==> config.mk <==
export PLATFORM = sky130hd
export DESIGN_NAME = fs_accel_mem_arbiter
export DESIGN_NICKNAME = d
export VERILOG_FILES = /design/src/rtl/fs_accel_mem_arbiter.sv
export SDC_FILE = /design/constraint.sdc
export NUM_CORES = 1
export LEC_CHECK = 0
export CAP_MARGIN = 40
export CORE_MARGIN = 5
export CORE_UTILIZATION = 35
export CTS_BUF_LIST = sky130_fd_sc_hd__clkbuf_4
export DETAILED_ROUTE_END_ITERATION = 8
export GPL_TIMING_DRIVEN = 0
export PLACE_DENSITY = 0.71
export SLEW_MARGIN = 5
export SYNTH_ARGS = -nofsm -noshare
export SYNTH_HDL_FRONTEND = slang
export SYNTH_SLANG_ARGS = --single-unit
==> constraint.sdc <==
create_clock -name clk -period 1.86 [get_ports clk]
set_clock_uncertainty 0.1 [all_clocks]
set_input_delay 0.558 -clock clk [delete_from_list [all_inputs] [get_ports clk]]
set_output_delay 0.558 -clock clk [all_outputs]
set_load 0.005 [all_outputs]
==> src/rtl/fs_accel_mem_arbiter.sv <==
// Purpose: arbitrates the single native memory port between the RDATA read stream and the WBACK write stream.
// Latency: grant visible 1 cycle after request, ready pulse 1 cycle after mem_ready, 3 cycles minimum per transfer.
// Backpressure: holds the bus registers stable until mem_ready; writes win unless MAX_WR_RUN consecutive writes have starved a read.
module fs_accel_mem_arbiter #(
  parameter int ADDR_W     = 32,
  parameter int DATA_W     = 32,
  parameter int MAX_WR_RUN = 4
) (
  input  logic                clk,
  input  logic                resetn,
  input  logic                enb,
  input  logic                rd_req,
  input  logic [ADDR_W-1:0]   rd_addr,
  output logic                rd_ready,
  output logic [DATA_W-1:0]   rd_data,
  input  logic                wr_req,
  input  logic [ADDR_W-1:0]   wr_addr,
  input  logic [DATA_W-1:0]   wr_data,
  input  logic [DATA_W/8-1:0] wr_strb,
  output logic                wr_ready,
  output logic                mem_valid,
  output logic [ADDR_W-1:0]   mem_addr,
  output logic [DATA_W-1:0]   mem_wdata,
  output logic [DATA_W/8-1:0] mem_wstrb,
  input  logic                mem_ready,
  input  logic [DATA_W-1:0]   mem_rdata,
  output logic                busy,
  output logic [1:0]          owner
);

  localparam int STRB_W = DATA_W / 8;
  localparam logic [3:0] MAX_RUN = 4'(MAX_WR_RUN);

  typedef enum logic [1:0] {
    IDLE   = 2'd0,
    RD_BUS = 2'd1,
    WR_BUS = 2'd2,
    DONE   = 2'd3
  } state_t;

  state_t              state_q;
  logic                mem_valid_q;
  logic [ADDR_W-1:0]   mem_addr_q;
  logic [DATA_W-1:0]   mem_wdata_q;
  logic [STRB_W-1:0]   mem_wstrb_q;
  logic                rd_ready_q;
  logic [DATA_W-1:0]   rd_data_q;
  logic                wr_ready_q;
  logic                busy_q;
  logic [1:0]          owner_q;
  logic [3:0]          wr_run_q;

  logic                grant_wr_d;
  logic [3:0]          wr_run_inc_d;

  // Write wins unless a waiting read has already been passed over MAX_WR_RUN times.
  always_comb begin
    grant_wr_d   = wr_req && (!rd_req || (wr_run_q < MAX_RUN));
    wr_run_inc_d = (wr_run_q >= MAX_RUN) ? MAX_RUN : (wr_run_q + 4'd1);
  end

  // Single-process FSM with every output registered; reset kills an in-flight transfer with no ready pulse.
  always_ff @(posedge clk or negedge resetn) begin
    if (!resetn) begin
      state_q     <= IDLE;
      mem_valid_q <= 1'b0;
      mem_addr_q  <= '0;
      mem_wdata_q <= '0;
      mem_wstrb_q <= '0;
      rd_ready_q  <= 1'b0;
      rd_data_q   <= '0;
      wr_ready_q  <= 1'b0;
      busy_q      <= 1'b0;
      owner_q     <= 2'b00;
      wr_run_q    <= 4'd0;
    end else begin
      case (state_q)
        IDLE: begin
          if (enb && (rd_req || wr_req)) begin
            mem_valid_q <= 1'b1;
            busy_q      <= 1'b1;
            if (grant_wr_d) begin
              mem_addr_q  <= wr_addr;
              mem_wdata_q <= wr_data;
              mem_wstrb_q <= wr_strb;
              owner_q     <= 2'b10;
              state_q     <= WR_BUS;
              // Only count writes that actually made a read wait.
              wr_run_q    <= rd_req ? wr_run_inc_d : 4'd0;
            end else begin
              mem_addr_q  <= rd_addr;
              mem_wdata_q <= '0;
              mem_wstrb_q <= '0;
              owner_q     <= 2'b01;
              state_q     <= RD_BUS;
              wr_run_q    <= 4'd0;
            end
          end
        end
        RD_BUS: begin
          if (mem_ready) begin
            mem_valid_q <= 1'b0;
            owner_q     <= 2'b00;
            rd_ready_q  <= 1'b1;
            rd_data_q   <= mem_rdata;
            state_q     <= DONE;
          end
        end
        WR_BUS: begin
          if (mem_ready) begin
            mem_valid_q <= 1'b0;
            owner_q     <= 2'b00;
            wr_ready_q  <= 1'b1;
            state_q     <= DONE;
          end
        end
        DONE: begin
          // Gap cycle lets the requester lower or advance its request before the next arbitration.
          rd_ready_q <= 1'b0;
          wr_ready_q <= 1'b0;
          busy_q     <= 1'b0;
          state_q    <= IDLE;
        end
        default: begin
          state_q <= IDLE;
        end
      endcase
    end
  end

  assign mem_valid = mem_valid_q;
  assign mem_addr  = mem_addr_q;
  assign mem_wdata = mem_wdata_q;
  assign mem_wstrb = mem_wstrb_q;
  assign rd_ready  = rd_ready_q;
  assign rd_data   = rd_data_q;
  assign wr_ready  = wr_ready_q;
  assign busy      = busy_q;
  assign owner     = owner_q;

endmodule

==> results.json, run 1 <==
{
  "outcome": "finished, final reports clean",
  "grt_start_max_net_pins": 72,
  "path_class": "reg2out",
  "wirelength_um": 15340,
  "nets": 894,
  "period_share": 0.9693,
  "drc_errors": 0,
  "tightest_slew_ps": 421.6,
  "gp_congestion": 0.8420,
  "ys_ff_latch": 112,
  "syn_area_sq_mm": 0.004951,
  "min_period_ps": 1803,
  "holdWs_ps": 404.7,
  "num_antenna_cells": 0,
  "cp.buffers_inverters": 1,
  "fmax_mhz": 554.7,
  "synth_warnings": 0,
  "io_pins": 244,
  "synth_most_common_cell": "nand2_1",
  "route.antenna.remaining_nets": 0,
  "final_area_sq_mm": 0.008066,
  "fp.dieW_um": 128.9,
  "cts-root-buf": "clkbuf_4",
  "cap_violations": 0,
  "cts_num_sinks": 112,
  "syn_to_final_growth_pct": 62.93,
  "grt_pass1_wl_um": 24230,
  "synth_flop_cell": "dfrtp_1",
  "syn_inst": 467,
  "synth_area_leaders": "dfrtp_1 57%, nand2_1 11%, mux2_2 7.5%",
  "async_reset_ff_frac": 1.000,
  "rsz0062_at_grt": "true",
  "dr_total_vias": 4562,
  "slew_viol_final": 0,
  "yosysSeqAreaShare": 0.5661,
  "synth_top_area_cell": "dfrtp_1",
  "instances_no_fill": 935,
  "core-area_sq_mm": 0.01388,
  "vdd_drop_max_v": 0.0004833,
  "drt_iter0_drc": 242,
  "slowest_stage": "dfrtp_1",
  "pre_cts_ws_ps": -501.4,
  "drive_above_1_share": 0.1828,
  "rows": 43,
  "netlist_top_cells_count": "142 x nand2_1, 112 x dfrtp_1, 37 x o21ai_1, 33 x mux2_2, 32 x nand4_1",
  "die_area_sq_mm": 0.01662,
  "worstPathArrival_ps": 1140,
  "avgRoutedWirePerCell_um": 16.41,
  "synth_edf_count": 0,
  "dp_hpwl_um": 11550,
  "finalSetupViolCount": 0,
  "die_h_um": 128.9,
  "relSlewSlack": 0.7190,
  "crit_chain": "dlygate4sd2_1",
  "ys_types": 33,
  "antenna_found_initial": 0,
  "crit_fanout": 2,
  "gr-total-overflow": 0,
  "cts_buffers": 9,
  "finalHoldViolCount": 0,
  "powerDensity_mw_per_mm2": 1240,
  "initial_utilization": 0.3567,
  "dr.pass1.iters": 4,
  "placed_cells_incl_taps": 891,
  "htreeDepth": 3,
  "multi_input_area_sq_mm": 0.001932,
  "p_total_mw": 10.00,
  "avgSynthCellArea_sq_um": 10.60,
  "grt_use_total": 0.1827,
  "cts_tree": "done",
  "clkLatencyLatePin_ps": 460,
  "worst_setup_path_start_kind": "flip-flop",
  "crit_required_ps": 1200,
  "yosysTopAreaCellShare": 0.5661,
  "p_leak_nw": 3.510,
  "viasPerCell": 4.879,
  "slowest_delay_ps": 410,
  "syn_nets": 611,
  "cp_top_family": "flip-flops",
  "clock_path_buffers": 2,
  "clk_pin_slew_worst_paths_ps": 170,
  "holdCritPathClass": "reg2reg",
  "place_area_sq_mm": 0.007637,
  "setup_ws_ps": 57.13,
  "io_buffers": 243,
  "seq_area_sq_mm": 0.002803,
  "end_kind": "primary output",
  "fill_cells": 1223,
  "grt_pass1_vias": 4821
}
cells by family after synthesis:
| logic type | after synthesis | synth area share |
|---|---|---|
| compound gates | 88 | 0.1344 |
| fa+ha+maj | 6 | 0.01516 |
| buf+inv | 43 | 0.04650 |
| flops | 112 | 0.5661 |
| mux | 35 | 0.07935 |
| simple gates | 183 | 0.1585 |
state kept, by name (all words and copies together), names as in the netlist:
name       cells
mem_addr      32
state_q        2
busy           1
mem_wdata     32
owner          2
rd_data       32
mem_wstrb      4
wr_ready       1
rd_ready       1
mem_valid      1
wr_run_q       4
power by group:
group          switching (mW)  internal [mW]  leakage (nW)  total [mW]
combinational            1.91           2.73          2.01        4.64
sequential              0.539           3.45          1.41        3.99
clock                   0.826          0.549        0.0879        1.38
cell usage in the layout (no fill, tap or decap), types with 2 or more instances in the layout:
cell	n
clkdlybuf4s15_1	97
a22o_1	2
ha_1	6
dfrtp_1	112
nor2b_1	2
clkbuf_1	5
and2_1	2
buf_6	8
nand4_1	32
nand2_1	142
clkdlybuf4s50_1	136
dlygate4sd2_1	5
inv_1	5
o211ai_1	13
clkinv_4	2
nor2_1	2
clkbuf_4	13
mux2_2	33
o21ai_1	37
o211ai_2	20
buf_2	9
clkbuf_2	6
bufinv_16	2
a21oi_1	2
buf_4	34
o22ai_1	4
a31oi_1	2
metrics by stage:
| step | setup TNS, ps | util |
|---|---|---|
| after floorplan | 0 | - |
| after global placement | -497210 | 0.5481 |
| after detailed placement | -43500 | 0.5502 |
| after CTS | 0 | 0.5694 |
| after global routing | -69.99 | 0.5811 |
| final | 0 | 0.5811 |
tightest hold or removal path, delay by kind of cell (launching register included):
family | cells | cell delay (ps)
DFF | 1 | 370
and+or+nand+nor | 1 | 60
AOI/OAI and AO/OA | 1 | 50
path summary, 6_finish.rpt:
path	to	slack, ps	cells past startpoint	startpoint
max	mem_addr[21]	60	1	mem_addr[21]$_DFFE_PN0P_
min reg2reg	mem_addr[28]$_DFFE_PN0P_	400	2	mem_addr[28]$_DFFE_PN0P_
min	mem_addr[28]$_DFFE_PN0P_	400	2	mem_addr[28]$_DFFE_PN0P_
max reg2reg	state_q[0]$_DFFE_PN0P_	90	5	state_q[1]$_DFFE_PN0P_
max in group asynchronous	mem_wdata[17]$_DFFE_PN0P_	550	3	resetn
min in group asynchronous	mem_addr[11]$_DFFE_PN0P_	430	2	resetn
timing repair:
item                       in CTS  in global routing
pin swaps                       0                  2
resized for setup             177                 64
hold endpoints to repair       41                  0
cloned                          0                  1
setup endpoints to repair     175                141
hold buffers                    1                  0
buffers inserted               16                 10
layout make-up:
class / instances / share of cell area
Buffer: 37 / 0.03428
Multi-Input combinational cell: 312 / 0.2395
Tap cell: 180 / 0.02792
Inverter: 6 / 0.002792
Clock buffer: 9 / 0.008376
Timing Repair Buffer: 272 / 0.3279
Sequential cell: 112 / 0.3474
Clock inverter: 7 / 0.01179
metal layers:
metal | part of all wire | vias to the layer above | track usage
li1 | - | 2185 | -
met1 | 0.41 | 2176 | 0.2282
met2 | 0.50 | 178 | 0.3034
met3 | 0.077 | 23 | 0.05023
met4 | 0.020 | 0 | 0.06733
met5 | 0 | - | 0
Power figures use the tool's default switching activity.
==> inputs of run 2 (changes only) <==
- GPL_ROUTABILITY_DRIVEN: default -> 1
==> results of run 2 <==
The final DEF is identical to that of run 1; final timing and power are the same.
==> inputs of run 3 (changes only) <==
- DONT_BUFFER_PORTS: default -> 1
- PLACE_DENSITY: 0.71 -> default
- clock period: 1.86 -> 1.8 ns (I/O delays scaled with it)
==> run 3 against run 2 <==
  * The run now ends with negative hold slack left
  * Clock power down 5%
  * Clock-buffer cell count unchanged
  * Sequential share of layout area up 15 points
  * Via count down 20%
  * Critical path depth up 7
  * Wire length down 10%
  * Sequential power up 13%
  * Cell count down 28%
  * Utilization down 18 points
  * Worst hold slack worse by 740 ps
  * Die area unchanged
  * Flip-flop and latch count unchanged
==> results.json, run 3 (synthesis results as in run 1) <==
{
  "outcome": "finished with violations",
  "failed_checks": "negative hold slack",
  "place_area_sq_mm": 0.005176,
  "cts_tree": "done",
  "period_share": 0.9514,
  "die_area_sq_mm": 0.01662,
  "worst_setup_path_start_kind": "flip-flop",
  "seq_area_sq_mm": 0.002803,
  "end_kind": "flip-flop",
  "swShare": 0.3488,
  "drc_errors": 0,
  "fmax_mhz": 583.9,
  "grt_use_total": 0.1611,
  "clk_pin_slew_worst_paths_ps": 160,
  "grt_pass1_wl_um": 20750,
  "drt_iter0_drc": 210,
  "clock_path_buffers": 2,
  "holdCritPathClass": "in2async",
  "powerDensity_mw_per_mm2": 1516,
  "dp_hpwl_um": 10340,
  "finalSetupViolCount": 0,
  "pwr-share-seq": 0.529,
  "die_h_um": 128.9,
  "path_class": "reg2reg",
  "avgRoutedWirePerCell_um": 20.61,
  "finalHoldViolCount": 112,
  "multi_input_area_sq_mm": 0.001958,
  "fp.dieW_um": 128.9,
  "final_area_sq_mm": 0.005608,
  "route.antenna.remaining_nets": 0,
  "tightest_slew_ps": 436.0,
  "p_leak_nw": 2.409,
  "io_buffers": 0,
  "core-area_sq_mm": 0.01388,
  "relSlewSlack": 0.7093,
  "mostFrequentLayoutCell": "nand2_1",
  "dr.pass1.iters": 5,
  "p_switching_mw": 2.966,
  "syn_to_final_growth_pct": 13.27,
  "fill_cells": 1393,
  "cts-root-buf": "clkbuf_4",
  "worstPathArrival_ps": 2000,
  "cap_violations": 0,
  "p_int_mw": 5.538,
  "crit_fanout": 10,
  "gp_congestion": 0.7569,
  "clkLatencyLatePin_ps": 450,
  "grt_start_max_net_pins": 113,
  "rows": 43,
  "drive_above_1_share": 0.2408,
  "layout_common_cells": "141 x nand2_1, 112 x dfrtp_1, 37 x o21ai_1, 33 x mux2_2, 32 x nand4_1",
  "htreeDepth": 3,
  "num_antenna_cells": 0,
  "clock_power_share": 0.154,
  "holdWs_ps": -333.6,
  "pwr-share-comb": 0.317,
  "wirelength_um": 13810,
  "grt_pass1_vias": 3884,
  "dr_total_vias": 3629,
  "antenna_found_initial": 0,
  "vdd_drop_max_v": 0.0004866,
  "p_total_mw": 8.504,
  "gr-total-overflow": 0,
  "crit_required_ps": 2090,
  "slew_viol_final": 0,
  "cts_num_sinks": 112,
  "nets": 632,
  "viasPerCell": 5.416,
  "initial_utilization": 0.3567,
  "io_pins": 244,
  "cts_buffers": 9,
  "min_period_ps": 1712
}
## run 3: cell types whose count changed in the layout (fill, tap and decap cells not counted), moves of 2 or more
cell             previous run  this run
clkinv_4                    2         0
buf_2                       9         5
buf_8                       1         7
dlygate4sd2_1               5         0
clkbuf_16                   0         2
clkbuf_2                    6         2
clkbuf_4                   13         9
clkdlybuf4s50_1           136         0
clkdlybuf4s15_1            97         0
buf_4                      34        14
## run 3: power groups by stage
stage	logic [mW]	registers, mW	clock network, mW
after detailed placement	2.37	4.59	0
after CTS	2.53	4.54	1.39
final	2.70	4.50	1.31
after floorplan	1.94	4.23	0
after global routing	3.05	4.63	1.46
after global placement	2.23	4.56	0
## run 3: metal layers
layer,up-vias,track usage,share of wire
met5,-,0,0
met4,0,0.06300,0.021
met3,28,0.05770,0.11
met2,207,0.2823,0.49
met1,1739,0.1781,0.38
li1,1655,-,-
## run 3: metrics by stage
step	worst slack (ps)	util	hold WS, ps	TNS [ps]	std cells
finish	87.51	0.4040	-333.6	0	670
global route	-0.001998	0.4040	-418.2	-0.001998	670
CTS	1.383	0.3917	-415.6	0	664
detailed placement	-136.7	0.3729	147.3	-6260	647
global placement	-98.57	0.3729	147.5	-4131	647
floorplan	125.5	-	144.4	0	467
## run 3: what timing repair did
item                                    CTS  global route
hold endpoints to repair                112           112
cloned                                    1             3
pin swaps                                 2             6
buffers inserted                          3             3
gates resized for setup                  23            31
endpoints found under the setup margin  101            76
## run 3: final timing paths
check,start,end,slack (ps),cells after the start
hold reg to reg,mem_wdata[3]$_DFFE_PN0P_,mem_wdata[3]$_DFFE_PN0P_,440,2
setup reg to reg,state_q[0]$_DFFE_PN0P_,mem_addr[9]$_DFFE_PN0P_,90,8
min in group clk,mem_ready,wr_ready$_DFFE_PN0P_,70,1
hold / removal,resetn,rd_data[25]$_DFFE_PN0P_,-330,0
max in group asynchronous,resetn,mem_wdata[29]$_DFFE_PN0P_,1680,0
setup / recovery,state_q[0]$_DFFE_PN0P_,mem_addr[9]$_DFFE_PN0P_,90,8
## run 3: layout make-up
cell class,count,share of cell area
flip-flops and latches,112,0.4998
multi-input cells,312,0.3492
plain buffers,37,0.05913
well taps,180,0.04016
repair buffers,10,0.02276
clock inverters,4,0.01294
clock buffers,9,0.01205
inverters,6,0.004016
## run 3: critical path, stage by stage, from the launching register on
cell and delay (ps):
dfrtp_1 450, inv_2 90, ha_2 170, buf_6 110, o211a_4 200, buf_12 140, buf_4 160, nand2_1 80
o211ai_1 160
